`config.mk`:
```
export PLATFORM = sky130hd
export DESIGN_NAME = prog_udcounter
export DESIGN_NICKNAME = d
export VERILOG_FILES = /design/src/rtl/udcnt_pkg.sv /design/src/rtl/udcnt_prescaler.sv /design/src/rtl/prog_udcounter.sv
export SDC_FILE = /design/constraint.sdc
export NUM_CORES = 1
export LEC_CHECK = 0
export BUFFER_PORTS_ARGS = -buffer_cell sky130_fd_sc_hd__buf_2
export CAP_MARGIN = 20
export CELL_PAD_IN_SITES_DETAIL_PLACEMENT = 1
export CELL_PAD_IN_SITES_GLOBAL_PLACEMENT = 2
export CORE_MARGIN = 2
export CORE_UTILIZATION = 30
export DETAILED_ROUTE_END_ITERATION = 8
export PLACE_DENSITY_LB_ADDON = 0.1
export SYNTH_ARGS = -nofsm -noshare
export SYNTH_HDL_FRONTEND = slang
export SYNTH_SLANG_ARGS = --single-unit
export TNS_END_PERCENT = 20
```
`constraint.sdc`:
```
create_clock -name clk -period 3.2 [get_ports clk]
set_input_delay 0.16 -clock clk [delete_from_list [all_inputs] [get_ports clk]]
set_output_delay 0.16 -clock clk [all_outputs]
set_load 0.01 [all_outputs]
```
`src/rtl/udcnt_pkg.sv`:
```
// Shared constants for the programmable up/down counter.
// Holds the run-control state encoding, direction and bound-mode values.
package udcnt_pkg;

  // Run-control FSM encoding
  localparam logic [1:0] IDLE   = 2'b00;
  localparam logic [1:0] RUN    = 2'b01;
  localparam logic [1:0] PAUSED = 2'b10;

  // updown input values
  localparam logic UP   = 1'b0;
  localparam logic DOWN = 1'b1;

  // sat_mode input values
  localparam logic WRAP = 1'b0;
  localparam logic SAT  = 1'b1;

endpackage

```
`src/rtl/udcnt_prescaler.sv`:
```
// Integer prescaler for prog_udcounter: counts 0..DIV-1 while run is high,
// holds while run is low, clears on clr. tick flags the last phase.
// Ports: clk, reset (sync, active-high), run, clr -> tick (combinational).
module udcnt_prescaler #(
  parameter int unsigned DIV = 1
) (
  input  logic clk,
  input  logic reset,
  input  logic run,
  input  logic clr,
  output logic tick
);

  localparam int unsigned    PW   = (DIV > 1) ? $clog2(DIV) : 1;
  localparam logic [PW-1:0]  LAST = PW'(DIV - 1);

  logic [PW-1:0] pre_q;
  logic [PW-1:0] pre_d;

  assign tick = run && (pre_q == LAST);

  // Next phase: clear wins, otherwise advance and roll over on tick
  always_comb begin
    pre_d = pre_q;
    if (clr) begin
      pre_d = '0;
    end else if (run) begin
      pre_d = tick ? '0 : pre_q + PW'(1);
    end
  end

  always_ff @(posedge clk) begin
    if (reset) begin
      pre_q <= '0;
    end else begin
      pre_q <= pre_d;
    end
  end

endmodule

```
`src/rtl/prog_udcounter.sv`:
```
// Parametrised up/down counter with IDLE/RUN/PAUSED run control,
// rising-edge synchronous load, wrap/saturate bounds, terminal-count pulse
// and an integer prescaler (udcnt_prescaler).
// Ports: clk, reset (sync, active-high), start, stop, load, load_val,
//        updown, sat_mode, cmp_val -> count, tc, running, cmp_match.
// Build option: define UDCNT_CMP_EN to build the cmp_val compare pulse;
// without it cmp_match is constant 0.
module prog_udcounter
  import udcnt_pkg::*;
#(
  parameter int unsigned WIDTH = 8,
  parameter int unsigned DIV   = 1
) (
  input  logic             clk,
  input  logic             reset,
  input  logic             start,
  input  logic             stop,
  input  logic             load,
  input  logic [WIDTH-1:0] load_val,
  input  logic             updown,
  input  logic             sat_mode,
  input  logic [WIDTH-1:0] cmp_val,
  output logic [WIDTH-1:0] count,
  output logic             tc,
  output logic             running,
  output logic             cmp_match
);

  localparam logic [WIDTH-1:0] MAXV = '1;
  localparam logic [WIDTH-1:0] ONE  = WIDTH'(1);

  logic [1:0]       state_q, state_d;
  logic             load_q;
  logic [WIDTH-1:0] count_q, count_d;
  logic             tc_q, tc_d;
  logic             running_q, running_d;
  logic             cmp_q, cmp_d;

  logic load_fire;
  logic run_c;
  logic clr_c;
  logic tick;

  assign load_fire = load && !load_q;
  // stop gates the prescaler directly so the count freezes at the edge
  // that first samples stop, not one edge later
  assign run_c     = (state_q == RUN) && !stop;
  assign clr_c     = load_fire || (state_q == IDLE);

  udcnt_prescaler #(
    .DIV (DIV)
  ) u_prescaler (
    .clk   (clk),
    .reset (reset),
    .run   (run_c),
    .clr   (clr_c),
    .tick  (tick)
  );

  // Next state, next count and registered output pulses
  always_comb begin
    state_d   = state_q;
    count_d   = count_q;
    tc_d      = 1'b0;
    cmp_d     = 1'b0;

    case (state_q)
      IDLE:    if (start && !stop) state_d = RUN;
      RUN:     if (stop) state_d = PAUSED;
               else if (!start) state_d = IDLE;
      PAUSED:  if (!stop) state_d = start ? RUN : IDLE;
      default: state_d = IDLE;
    endcase

    if (load_fire) begin
      count_d = load_val;
    end else if (tick) begin
      if (updown == DOWN) begin
        if (count_q == '0) begin
          if (sat_mode == WRAP) begin
            count_d = MAXV;
            tc_d    = 1'b1;
          end
        end else begin
          count_d = count_q - ONE;
          tc_d    = (sat_mode == SAT) && (count_q == ONE);
        end
      end else begin
        if (count_q == MAXV) begin
          if (sat_mode == WRAP) begin
            count_d = '0;
            tc_d    = 1'b1;
          end
        end else begin
          count_d = count_q + ONE;
          tc_d    = (sat_mode == SAT) && (count_q == (MAXV - ONE));
        end
      end
    end

`ifdef UDCNT_CMP_EN
    // Pulse only when a load or a real step lands on cmp_val
    cmp_d = (load_fire || (count_d != count_q)) && (count_d == cmp_val);
`else
    // No comparator; the reference keeps the port connected and folds to 0
    cmp_d = 1'b0 & (^cmp_val);
`endif

    running_d = (state_d == RUN);
  end

  always_ff @(posedge clk) begin
    if (reset) begin
      state_q   <= IDLE;
      load_q    <= 1'b0;
      count_q   <= '0;
      tc_q      <= 1'b0;
      running_q <= 1'b0;
      cmp_q     <= 1'b0;
    end else begin
      state_q   <= state_d;
      load_q    <= load;
      count_q   <= count_d;
      tc_q      <= tc_d;
      running_q <= running_d;
      cmp_q     <= cmp_d;
    end
  end

  assign count     = count_q;
  assign tc        = tc_q;
  assign running   = running_q;
  assign cmp_match = cmp_q;

endmodule

```
==> results of run 1 <==
## critical path, cell delays in order, from the launching register on
cell	delay, ns
dfxtp_1	0.41
inv_1	0.17
ha_1	0.28
nor4b_2	0.42
nand3_1	0.17
nand2_1	0.13
a21oi_1	0.09
buf_4	0.16
o21a_1	0.18
a22o_1	0.19
## placed cells by master (no fill, tap or decap), types with 2 or more instances in the layout
cell type	n
a211o_1	2
a211oi_1	3
a21oi_1	9
a311oi_1	2
and3_1	2
buf_2	24
buf_4	2
clkbuf_8	4
dfxtp_1	14
ha_1	5
inv_1	5
mux2i_1	2
nand2_1	11
nand2b_1	4
nand3_1	7
nor2_1	15
nor2b_1	2
nor3_1	3
nor3b_1	3
nor4_1	2
nor4b_2	2
o21ai_0	3
o22ai_1	2
o311ai_1	2
o32ai_1	2
xnor2_1	3
## power by group through the flow
stage	Combinational [W]	Clock [W]	Sequential [W]
after floorplan	0.0000964	0	0.000202
after global placement	0.000122	0	0.000213
after detailed placement	0.000124	0	0.000215
after CTS	0.000125	0.000189	0.000211
after global routing	0.000139	0.000203	0.000215
final	0.000123	0.000182	0.000211
## cell families after synthesis
logic type               share of synthesized area (%)
adder cells (fa/ha/maj)                           5.65
multiplexers                                      1.81
buffers and inverters                             7.01
AND/OR/NAND/NOR                                   31.2
XOR/XNOR                                          3.16
AO/OA/AOI/OAI                                     25.5
other                                            0.339
flip-flops                                        25.3
## registers in the layout, summed over array words and instances, names as in the netlist
| register | cells |
|---|---|
| count | 8 |
| state_q | 2 |
| load_q | 1 |
| tc | 1 |
| running | 1 |
| u_prescaler.pre_q | 1 |
## area by class of cell
type	instances	area (µm²)
fillers	462	2310
multi-input cells	110	749
flip-flops and latches	14	280
repair buffers	26	135
well taps	48	60.1
clock buffers	4	55.1
inverters	5	18.8
## per-stage QoR
step / instance area (µm²) / instances
6_report: 1300 / 207
5_1_grt: 1300 / 207
4_1_cts: 1300 / 207
3_5_place_dp: 1240 / 203
3_3_place_gp: 1240 / 203
2_1_floorplan: 1110 / 141
## path summary, 6_finish.rpt
| path | cells after the start | slack (ns) | start | endpoint |
|---|---|---|---|---|
| hold / removal | 3 | 0.11 | load_val[3] | count[3] |
| setup reg to reg | 9 | 0.90 | count[1] | count[2] |
| setup / recovery | 9 | 0.90 | count[1] | count[2] |
| hold reg to reg | 1 | 0.48 | u_prescaler.pre_q | u_prescaler.pre_q |
## routing by layer
metal | part of all wire (%) | up-vias
li1 | - | 559
met1 | 50 | 538
met2 | 48 | 18
met3 | 2.7 | 0
met4 | 0 | 0
met5 | 0 | -
==> results.rst, run 1 <==
.. list-table::
   :header-rows: 1

   * - Metric
     - Value
   * - Status
     - finished, final reports clean
   * - Minimum period implied by the final worst setup slack
     - 2.30 ns
   * - Arrival @ worst endpoint
     - approximately 2.5 ns
   * - Part of the Yosys area used for sequential elements
     - 25.3%
   * - Total length of routed wires
     - ~3300 µm
   * - Max-Cap Viols
     - 0
   * - Endpoint class of the critical path
     - flip-flop
   * - Number of port buffers
     - 24
   * - Portion of total power attributed to the clock network
     - a little over a third
   * - Number of nets with antenna violations after detailed routing
     - 0
   * - Placement Setup Slack
     - roughly 0.86 ns
   * - Pin count of the biggest net entering global routing
     - 16
   * - Via count of the first global-routing pass
     - 1,103
   * - Top achievable clock speed
     - between 400 and 500 MHz
   * - Number of enable flip-flop cells after synthesis
     - 0
   * - Met2 demand-to-capacity share in global routing
     - 27.7%
   * - Tightest hold margin
     - 0.114 ns
   * - Required time reported for the critical path endpoint
     - 3.35 ns
   * - Fraction of power spent switching nets
     - 32.7%
   * - Final worst slack
     - 0.895 ns
   * - Drc violations
     - 0
   * - Hold_buf cts
     - 0
   * - Maximum net fanout on the critical path
     - 9
   * - Class of the most critical hold timing path
     - in -> reg
   * - Resized Gates After CTS
     - 0
   * - Kind of start point of the critical path
     - flip-flop
   * - Transition time at the pin with the least slew margin
     - roughly 0.55 ns
   * - Total vias in the final route
     - 1,115
   * - Total standard cell area after synthesis
     - 0.00111 mm²
   * - Most crowded layer after global routing
     - met2
   * - Pre-antenna DRT Iters
     - 6
   * - Worst-case clock buffer depth
     - 2
   * - Net count after synthesis
     - 169
   * - IR drop worst, VDD
     - approximately 200 µV
   * - Met1 global-route usage
     - 24.2%
   * - Number of endpoints failing setup at the final stage
     - 0
   * - Utilization after layout
     - 36.0%
   * - Die Footprint
     - 0.00419 mm²
   * - DRC marker count from the first detailed-route iteration
     - 33
   * - Met3 Use GR
     - under 10%
   * - Period utilisation layout
     - 72.0%
   * - Ranking of synthesized cells by area
     - dfxtp_1, ha_1, nor2_1
   * - Gpl congestion
     - 0.781
   * - Clock-pin slew on the worst setup and hold paths
     - 0.07 ns
   * - Core Rows
     - 22
   * - Comb pwr share
     - between 20% and 30%
   * - Chip Width
     - between 60 and 70 µm
   * - Synth-to-Final Area Change
     - 17.3%
   * - FFs w/ async S/R, synth
     - 0%
   * - Total clock sinks
     - 14
   * - Initial core utilization
     - 30.7%
   * - Setup CP Type
     - reg -> reg
   * - Power Total
     - approximately 0.00052 W
   * - Post-CTS setup buffer count
     - 0
   * - Cell with the most instances after synthesis
     - nor2_1
   * - Post-detailed-route via-to-cell ratio
     - 5.39
   * - Yosys top cell area share
     - 25.3%
   * - Wire length of the first global-routing pass
     - 5550 µm
   * - Total of warnings raised by yosys
     - 0
   * - Deepest level of the CTS H-tree
     - 1
   * - Yosys cell types
     - 51
   * - Power density relative to cell area
     - approximately 400 mW/mm²
   * - Post-Route Skew
     - 0.00803 ns
   * - Biggest area consumer among synthesized cells
     - dfxtp_1
   * - Synth Register Bits
     - 14
   * - Overall routing resource usage
     - 16.9%
   * - Detailed-route wire length per cell
     - 15.9 µm
   * - Hold Fails Final Rpt
     - 0
   * - Height of the chip
     - between 60 and 70 µm
   * - Initial antenna violation count
     - 0
   * - Leading cell types by count after synthesis
     - nor2_1, dfxtp_1, nand2_1, a21oi_1, clkbuf_1
   * - Clk_lat worst skew
     - 0.25 ns
   * - Headroom to the max-slew limit
     - a little under two thirds
   * - Primary flip-flop cell chosen by synthesis mapping
     - dfxtp_1
   * - Max-slew violation total from the final report
     - 0
   * - Clock tree from TritonCTS
     - done
   * - Total grt overflow
     - 0
   * - Share of final-layout standard cells stronger than drive strength 1
     - roughly a quarter
   * - Sum Neg Setup Slack
     - 0 ns
   * - Synthesized instance count
     - 141
   * - Cell-internal power
     - 0.000348 W
   * - Avg Cell Area, Syn
     - 7.85 µm²
   * - Post-layout net count
     - roughly 190
   * - Setup repair after global routing missed its margin
     - no
   * - Leak Pwr
     - 0.492 nW
   * - Number of placed I/O pins
     - 34
   * - Master cell of the clock root buffer
     - clkbuf_8
   * - Switch Pwr
     - 0.000169 W
   * - Cts bufs inserted
     - 3
   * - Part of the power in registers
     - 40.9%
   * - Placeable core region
     - roughly 0.0036 mm²
   * - Ant. Diodes
     - 0
   * - Half-perimeter wire length after detailed placement
     - 2430 µm
(Power assumes the default switching activity.)
==> run 2: changes to the inputs <==
ABC_AREA = 1   (was not set)
CORE_UTILIZATION = 23   (was 30)
clock period = 2 ns   (was 3.2 ns; I/O delays follow)
==> run 2 against run 1 <==
  * Critical path depth unchanged
  * Power increased by 89%
  * Clock skew fell by 0.0025 ns
  * Design area grew 18%
  * Global-route usage down 1.9 points
  * Critical path type unchanged
  * Wire length is 25% higher
  * Die area is 41% higher
  * Count of clock-buffer cells in the layout is the same
==> results.rst, run 2 <==
.. list-table::
   :header-rows: 1

   * - Metric
     - Value
   * - Status
     - finished, final reports clean
   * - Maximum net fanout on the critical path
     - 8
   * - Worst-case clock buffer depth
     - 2
   * - Max-Cap Viols
     - 0
   * - Total clock sinks
     - 14
   * - Fill cells
     - slightly below 700
   * - Overall routing resource usage
     - 15.0%
   * - Yosys top cell area share
     - 23.0%
   * - Leak Pwr
     - 0.808 nW
   * - Total standard cell area after synthesis
     - about 0.0012 mm²
   * - Number of endpoints failing setup at the final stage
     - 0
   * - Clock tree from TritonCTS
     - done
   * - Avg Cell Area, Syn
     - 5.79 µm²
   * - Cts bufs inserted
     - 3
   * - Chip Width
     - 76.9 µm
   * - FFs w/ async S/R, synth
     - 0%
   * - Cell with the most instances after synthesis
     - nand2_1
   * - Core Rows
     - 26
   * - IR drop worst, VDD
     - 276 µV
   * - Yosys cell types
     - 25
   * - Worst hold path depth
     - 3
   * - Number of enable flip-flop cells after synthesis
     - 0
   * - Kind of start point of the critical path
     - flip-flop
   * - Post-detailed-route via-to-cell ratio
     - 4.35
   * - Final worst slack
     - between 0.3 and 0.4 ns
   * - Die Footprint
     - just under 0.006 mm²
   * - Synth-to-Final Area Change
     - 25.2%
   * - Pin count of the biggest net entering global routing
     - 12
   * - Deepest level of the CTS H-tree
     - 1
   * - Ant. Diodes
     - 0
   * - Drc violations
     - 0
   * - Master cell of the clock root buffer
     - clkbuf_8
   * - Arrival @ worst endpoint
     - 1.80 ns
   * - Ranking of synthesized cells by area
     - dfxtp_1, nand2_1, inv_1
   * - Via count of the first global-routing pass
     - approximately 1,400
   * - Gpl congestion
     - 0.750
   * - Cell Count Post-Placement
     - slightly above 300
   * - Endpoint class of the critical path
     - flip-flop
   * - Number of placed I/O pins
     - 34
   * - Number of port buffers
     - 24
   * - Wire length of the first global-routing pass
     - slightly above 7000 µm
   * - Detailed-route wire length per cell
     - about 13 µm
   * - Hold Fails Final Rpt
     - 0
   * - Critical path's largest stage delay
     - 0.37 ns
   * - Setup CP Type
     - reg -> reg
   * - Worst Reg-to-Reg Cells
     - 9
   * - Part of the Yosys area used for sequential elements
     - 23.0%
   * - Primary flip-flop cell chosen by synthesis mapping
     - dfxtp_1
   * - Pre-antenna DRT Iters
     - 4
   * - Synth Register Bits
     - 14
   * - Hold_buf cts
     - 0
   * - Critical-path top delay cell
     - dfxtp_2
   * - Total of warnings raised by yosys
     - 0
   * - Required time reported for the critical path endpoint
     - 2.15 ns
   * - Top achievable clock speed
     - 603 MHz
   * - DRC marker count from the first detailed-route iteration
     - slightly above 80
   * - Total grt overflow
     - 0
   * - Number of flip-flops in the largest register
     - 8
   * - Net count after synthesis
     - 239
   * - Placement Setup Slack
     - 0.250 ns
   * - Non-filler instance count after layout
     - 315
   * - Post-Route Skew
     - 0.00554 ns
   * - Placeable core region
     - around 0.005 mm²
   * - Leading cell types in the layout, fill and taps excluded
     - nand2_1, inv_1, nor2_1, buf_2, nand3_1
   * - Total vias in the final route
     - 1,370
   * - Synthesized instance count
     - 211
   * - Half-perimeter wire length after detailed placement
     - between 3000 and 4000 µm
   * - Clock-pin slew on the worst setup and hold paths
     - 0.06 ns
   * - Biggest area consumer among synthesized cells
     - dfxtp_1
   * - Power density relative to cell area
     - ~640 mW/mm²
   * - Initial core utilization
     - 23.9%
   * - Sum Neg Setup Slack
     - 0 ns
   * - Number of nets with antenna violations after detailed routing
     - 0
   * - Total length of routed wires
     - just over 4000 µm
   * - Leading cell types by count after synthesis
     - nand2_1, inv_1, nor2_1, nand3_1, dfxtp_1
   * - Minimum period implied by the final worst setup slack
     - 1.66 ns
   * - Class of the most critical hold timing path
     - in -> reg
   * - Setup repair after global routing missed its margin
     - no
   * - Post-layout net count
     - 274
   * - Most frequent standard cell in the layout excluding fill and tap cells
     - nand2_1
   * - Clk_lat worst skew
     - 0.25 ns
   * - Period utilisation layout
     - 82.9%
   * - Share of final-layout standard cells stronger than drive strength 1
     - 20.4%
   * - Max-slew violation total from the final report
     - 0
   * - Initial antenna violation count
     - 0
   * - Height of the chip
     - between 70 and 80 µm
   * - Cell-by-cell listing of the critical path
     - inv_1 -> ha_1 -> nand2_4 -> nor2_4 -> nand3_2 -> nand3_2 -> inv_1 -> o21ai_0 -> nor2_1
## run 2: cell types whose count changed in the layout (fill, tap and decap cells not counted), sizes merged, moves of 5 or more
cell / previous run / this run
buf: 26 / 35
inv: 5 / 29
nand3: 7 / 21
nand2: 12 / 73
nand4: 0 / 5
nor2: 15 / 32
## run 2: through the flow
| step | total power (W) | util, % | cell area [µm²] | hold slack [ns] |
|---|---|---|---|---|
| after floorplan | 0.000567 | - | 1220 | 0.169 |
| after global placement | 0.000697 | 28.8 | 1470 | 0.319 |
| after detailed placement | 0.000696 | 28.8 | 1470 | 0.330 |
| after CTS | 0.00100 | 29.9 | 1530 | 0.0576 |
| after global routing | 0.00107 | 29.9 | 1530 | 0.0759 |
| final | 0.000979 | 29.9 | 1530 | 0.0637 |
## run 2: cell type report
class	count	area, µm²	area share (%)
clock buffers	4	55.1	3.60
well taps	70	87.6	5.73
repair buffers	35	203	13.3
flip-flops and latches	14	282	18.4
inverters	29	109	7.12
multi-input cells	163	793	51.9
## run 2: layer usage
| metal | part of all wire, % | global-route usage (%) | wire length [µm] |
|---|---|---|---|
| met1 | 51 | 21.4 | 2090 |
| met2 | 45 | 24.0 | 1840 |
| met3 | 3.9 | 2.71 | 160 |
| met5 | 0 | 0 | 0 |
| met4 | 0.46 | 2.18 | 19 |
## run 2: kinds of logic (layout without fill, tap and decap cells)
| group | after synthesis | in the layout | synth area share, % |
|---|---|---|---|
| simple gates | 135 | 135 | 49.2 |
| buf+inv | 34 | 68 | 12.1 |
| compound gates | 19 | 19 | 8.20 |
| flops | 14 | 14 | 23.0 |
| fa+ha+maj | 5 | 5 | 5.12 |
| xor+xnor | 3 | 3 | 2.15 |
| other cells | 1 | 1 | 0.307 |
## run 2: critical path, delay by kind of cell, from the launching register on
family,cells,cell delay [ns]
AOI/OAI and AO/OA,1,0.17
adders and majority gates,1,0.23
and+or+nand+nor,5,0.54
DFF,1,0.37
buffers and inverters,2,0.24
## run 2: report_power, final
group | internal (W) | leakage (nW) | total, W | switching (W)
registers | 0.000299 | 0.116 | 0.000329 | 0.0000299
clock network | 0.000175 | 0.0288 | 0.000296 | 0.000122
logic | 0.000137 | 0.664 | 0.000353 | 0.000217
## run 2: final timing paths
kind,from,to,slack (ns)
setup / recovery,count[1],count[4],0.34
hold / removal,load,load_q,0.06
setup reg to reg,count[1],count[4],0.34
hold reg to reg,u_prescaler.pre_q,u_prescaler.pre_q,0.47
## run 2: repair_timing
action                                  4_1_cts  5_1_grt
endpoints found under the setup margin        0        2
gates resized for setup                       0        1
setup buffers                                 0        0
==> run 3: changes to the inputs <==
clock period = 1.4 ns   (was 2 ns; I/O delays follow)
==> run 3 against run 2 <==
  * Largest cell class unchanged
  * Clock skew increased by 0.0026 ns
  * Highest routed layer unchanged
  * Clock power increased by 49%
  * Register-to-register slack got worse by 0.36 ns
  * The run now ends with setup timing left
  * Global-route usage increased by 1.8 points
==> results.rst, run 3 (synthesis results as in run 2) <==
.. list-table::
   :header-rows: 1

   * - Metric
     - Value
   * - Initial core utilization
     - 23.9%
   * - Half-perimeter wire length after detailed placement
     - 3680 µm
   * - Via count of the first global-routing pass
     - about 1,600
   * - Hold_buf cts
     - 0
   * - Endpoint class of the critical path
     - flip-flop
   * - Worst Hold End
     - load_q
   * - Part of the power in registers
     - 28.6%
   * - Switch Pwr
     - 0.000632 W
   * - Tightest hold margin
     - 0.0287 ns
   * - Top achievable clock speed
     - 704 MHz
   * - Cell-internal power
     - roughly 0.0010 W
   * - Post-Route Skew
     - 0.00811 ns
   * - Period utilisation layout
     - 101%
   * - Leak Pwr
     - approximately 0.97 nW
   * - Number of flip-flops in the largest register
     - 8
   * - Leading cell types in the layout, fill and taps excluded
     - nand2_1, buf_4, buf_2, inv_1, nor2_1
   * - Status
     - finished with violations
   * - Final worst slack
     - -0.0207 ns
   * - Setup repair after global routing missed its margin
     - yes
   * - Number of placed I/O pins
     - 34
   * - Fill cells
     - 700
   * - Comb pwr share
     - 45.0%
   * - Synth-to-Final Area Change
     - 57.6%
   * - IR drop worst, VDD
     - approximately 420 µV
   * - Drc violations
     - 0
   * - Most crowded layer after global routing
     - met2
   * - Number of port buffers
     - 24
   * - Total grt overflow
     - 0
   * - Class of the most critical hold timing path
     - in -> reg
   * - Setup CP Type
     - reg -> reg
   * - Area of combinational cells with multiple inputs
     - 935 µm²
   * - FF/Latch Area
     - 298 µm²
   * - Power density relative to cell area
     - 864 mW/mm²
   * - Clk_lat worst skew
     - about 0.26 ns
   * - Placeable core region
     - 0.00511 mm²
   * - Worst-case clock buffer depth
     - 2
   * - Min-delay src
     - load
   * - Initial antenna violation count
     - 0
   * - Master cell of the clock root buffer
     - clkbuf_8
   * - Hold Fails Final Rpt
     - 0
   * - Reg-to-reg startpoint
     - count[1]
   * - Required time reported for the critical path endpoint
     - around 1.6 ns
   * - Die Footprint
     - 0.00591 mm²
   * - Most frequent standard cell in the layout excluding fill and tap cells
     - nand2_1
   * - Minimum period implied by the final worst setup slack
     - 1.42 ns
   * - Arrival @ worst endpoint
     - 1.57 ns
   * - Endpoint of the lowest-slack register-to-register path
     - count[2]
   * - Worst setup slack for register-to-register paths
     - -0.02 ns
   * - Total clock sinks
     - 14
   * - Pre-antenna DRT Iters
     - 4
   * - Wire length of the first global-routing pass
     - 7800 µm
   * - Number of endpoints failing setup at the final stage
     - 5
   * - Met3 Use GR
     - under 10%
   * - Met2 demand-to-capacity share in global routing
     - 29.5%
   * - Violations in the final reports
     - setup timing
   * - Chip Width
     - 76.9 µm
   * - Cts bufs inserted
     - 3
   * - Clock tree from TritonCTS
     - done
   * - Post-detailed-route via-to-cell ratio
     - roughly 4.3
   * - Clock-pin slew on the worst setup and hold paths
     - 0.07 ns
   * - Detailed-route wire length per cell
     - 13.6 µm
   * - Number of nets with antenna violations after detailed routing
     - 0
   * - Fraction of power spent switching nets
     - 38.0%
   * - Max-slew violation total from the final report
     - 0
   * - Total vias in the final route
     - 1,479
   * - DRC marker count from the first detailed-route iteration
     - 39
   * - Max-Cap Viols
     - 0
   * - Post-layout net count
     - 302
   * - Met1 global-route usage
     - between 20 and 25%
   * - Portion of total power attributed to the clock network
     - roughly a quarter
   * - Share of final-layout standard cells stronger than drive strength 1
     - 42.5%
   * - Ant. Diodes
     - 0
   * - Utilization after layout
     - 37.7%
   * - Maximum net fanout on the critical path
     - 5
   * - Worst hold path depth
     - 3
   * - Height of the chip
     - between 70 and 80 µm
   * - Total length of routed wires
     - 4650 µm
   * - Core Rows
     - 26
   * - Gpl congestion
     - 0.865
   * - Worst Reg-to-Reg Cells
     - 11
   * - Kind of start point of the critical path
     - flip-flop
   * - Deepest level of the CTS H-tree
     - 1
   * - Pin count of the biggest net entering global routing
     - 12
   * - Overall routing resource usage
     - 16.8%
==> run 3: changes by cell type in the layout (fill, tap and decap cells not counted), sizes merged <==
cell	before	now
buf	35	63
==> run 3: layer usage <==
metal	up-vias	wire [µm]
li1	778	-
met1	675	2250
met2	21	2240
met3	5	121
met4	0	44
met5	-	0
==> run 3: through the flow <==
stage          setup slack, ns  instance area [µm²]  instances  power, W  setup TNS, ns
4_1_cts               -0.00777                 1840        341   0.00162        -0.0136
2_1_floorplan         0.000497                 1230        211  0.000814              0
3_5_place_dp            -0.158                 1650        334   0.00109         -0.841
6_report               -0.0207                 1920        343   0.00166        -0.0666
5_1_grt                 -0.114                 1920        343   0.00179         -0.734
3_3_place_gp            -0.111                 1650        334   0.00109         -0.538
==> run 3: how the worst max path moves through the flow <==
stage                  start       end  slack [ns]  depth (start not counted)
floorplan           count[0]  count[3]      0.0005                         10
global placement    count[0]  count[3]       -0.11                         11
finish              count[1]  count[2]       -0.02                         11
detailed placement  count[0]  count[5]       -0.16                          9
global route        count[1]  count[2]       -0.11                         11
CTS                 count[1]  count[7]      -0.008                         10
==> run 3: power by group through the flow <==
stage / logic, W / registers (W) / clock network (W)
after floorplan: 0.000330 / 0.000484 / 0
after global placement: 0.000619 / 0.000470 / 0
after detailed placement: 0.000617 / 0.000470 / 0
after CTS: 0.000688 / 0.000473 / 0.000457
after global routing: 0.000834 / 0.000481 / 0.000475
final: 0.000748 / 0.000475 / 0.000440
==> run 3: cell type report <==
class                   count  area share (%)
multi-input cells         163            48.6
repair buffers             63            22.5
flip-flops and latches     14            15.5
inverters                  29            6.05
well taps                  70            4.55
clock buffers               4            2.86
==> run 3: timing repair <==
| action | CTS | global route |
|---|---|---|
| endpoints found under the setup margin | 8 | 9 |
| resized for setup | 35 | 19 |
| pin swaps | 15 | 13 |
| buffers inserted | 3 | 2 |
==> run 3: critical path, stage by stage, from the launching register on <==
cell and delay, ns:
dfxtp_4 0.39, inv_4 0.05, ha_4 0.15, nand2_4 0.06, nor2_4 0.05, buf_12 0.12, nor2_4 0.17, nand2_2 0.08
nand3_2 0.06, nand2_1 0.05, nor2_1 0.09, nor2_1 0.05
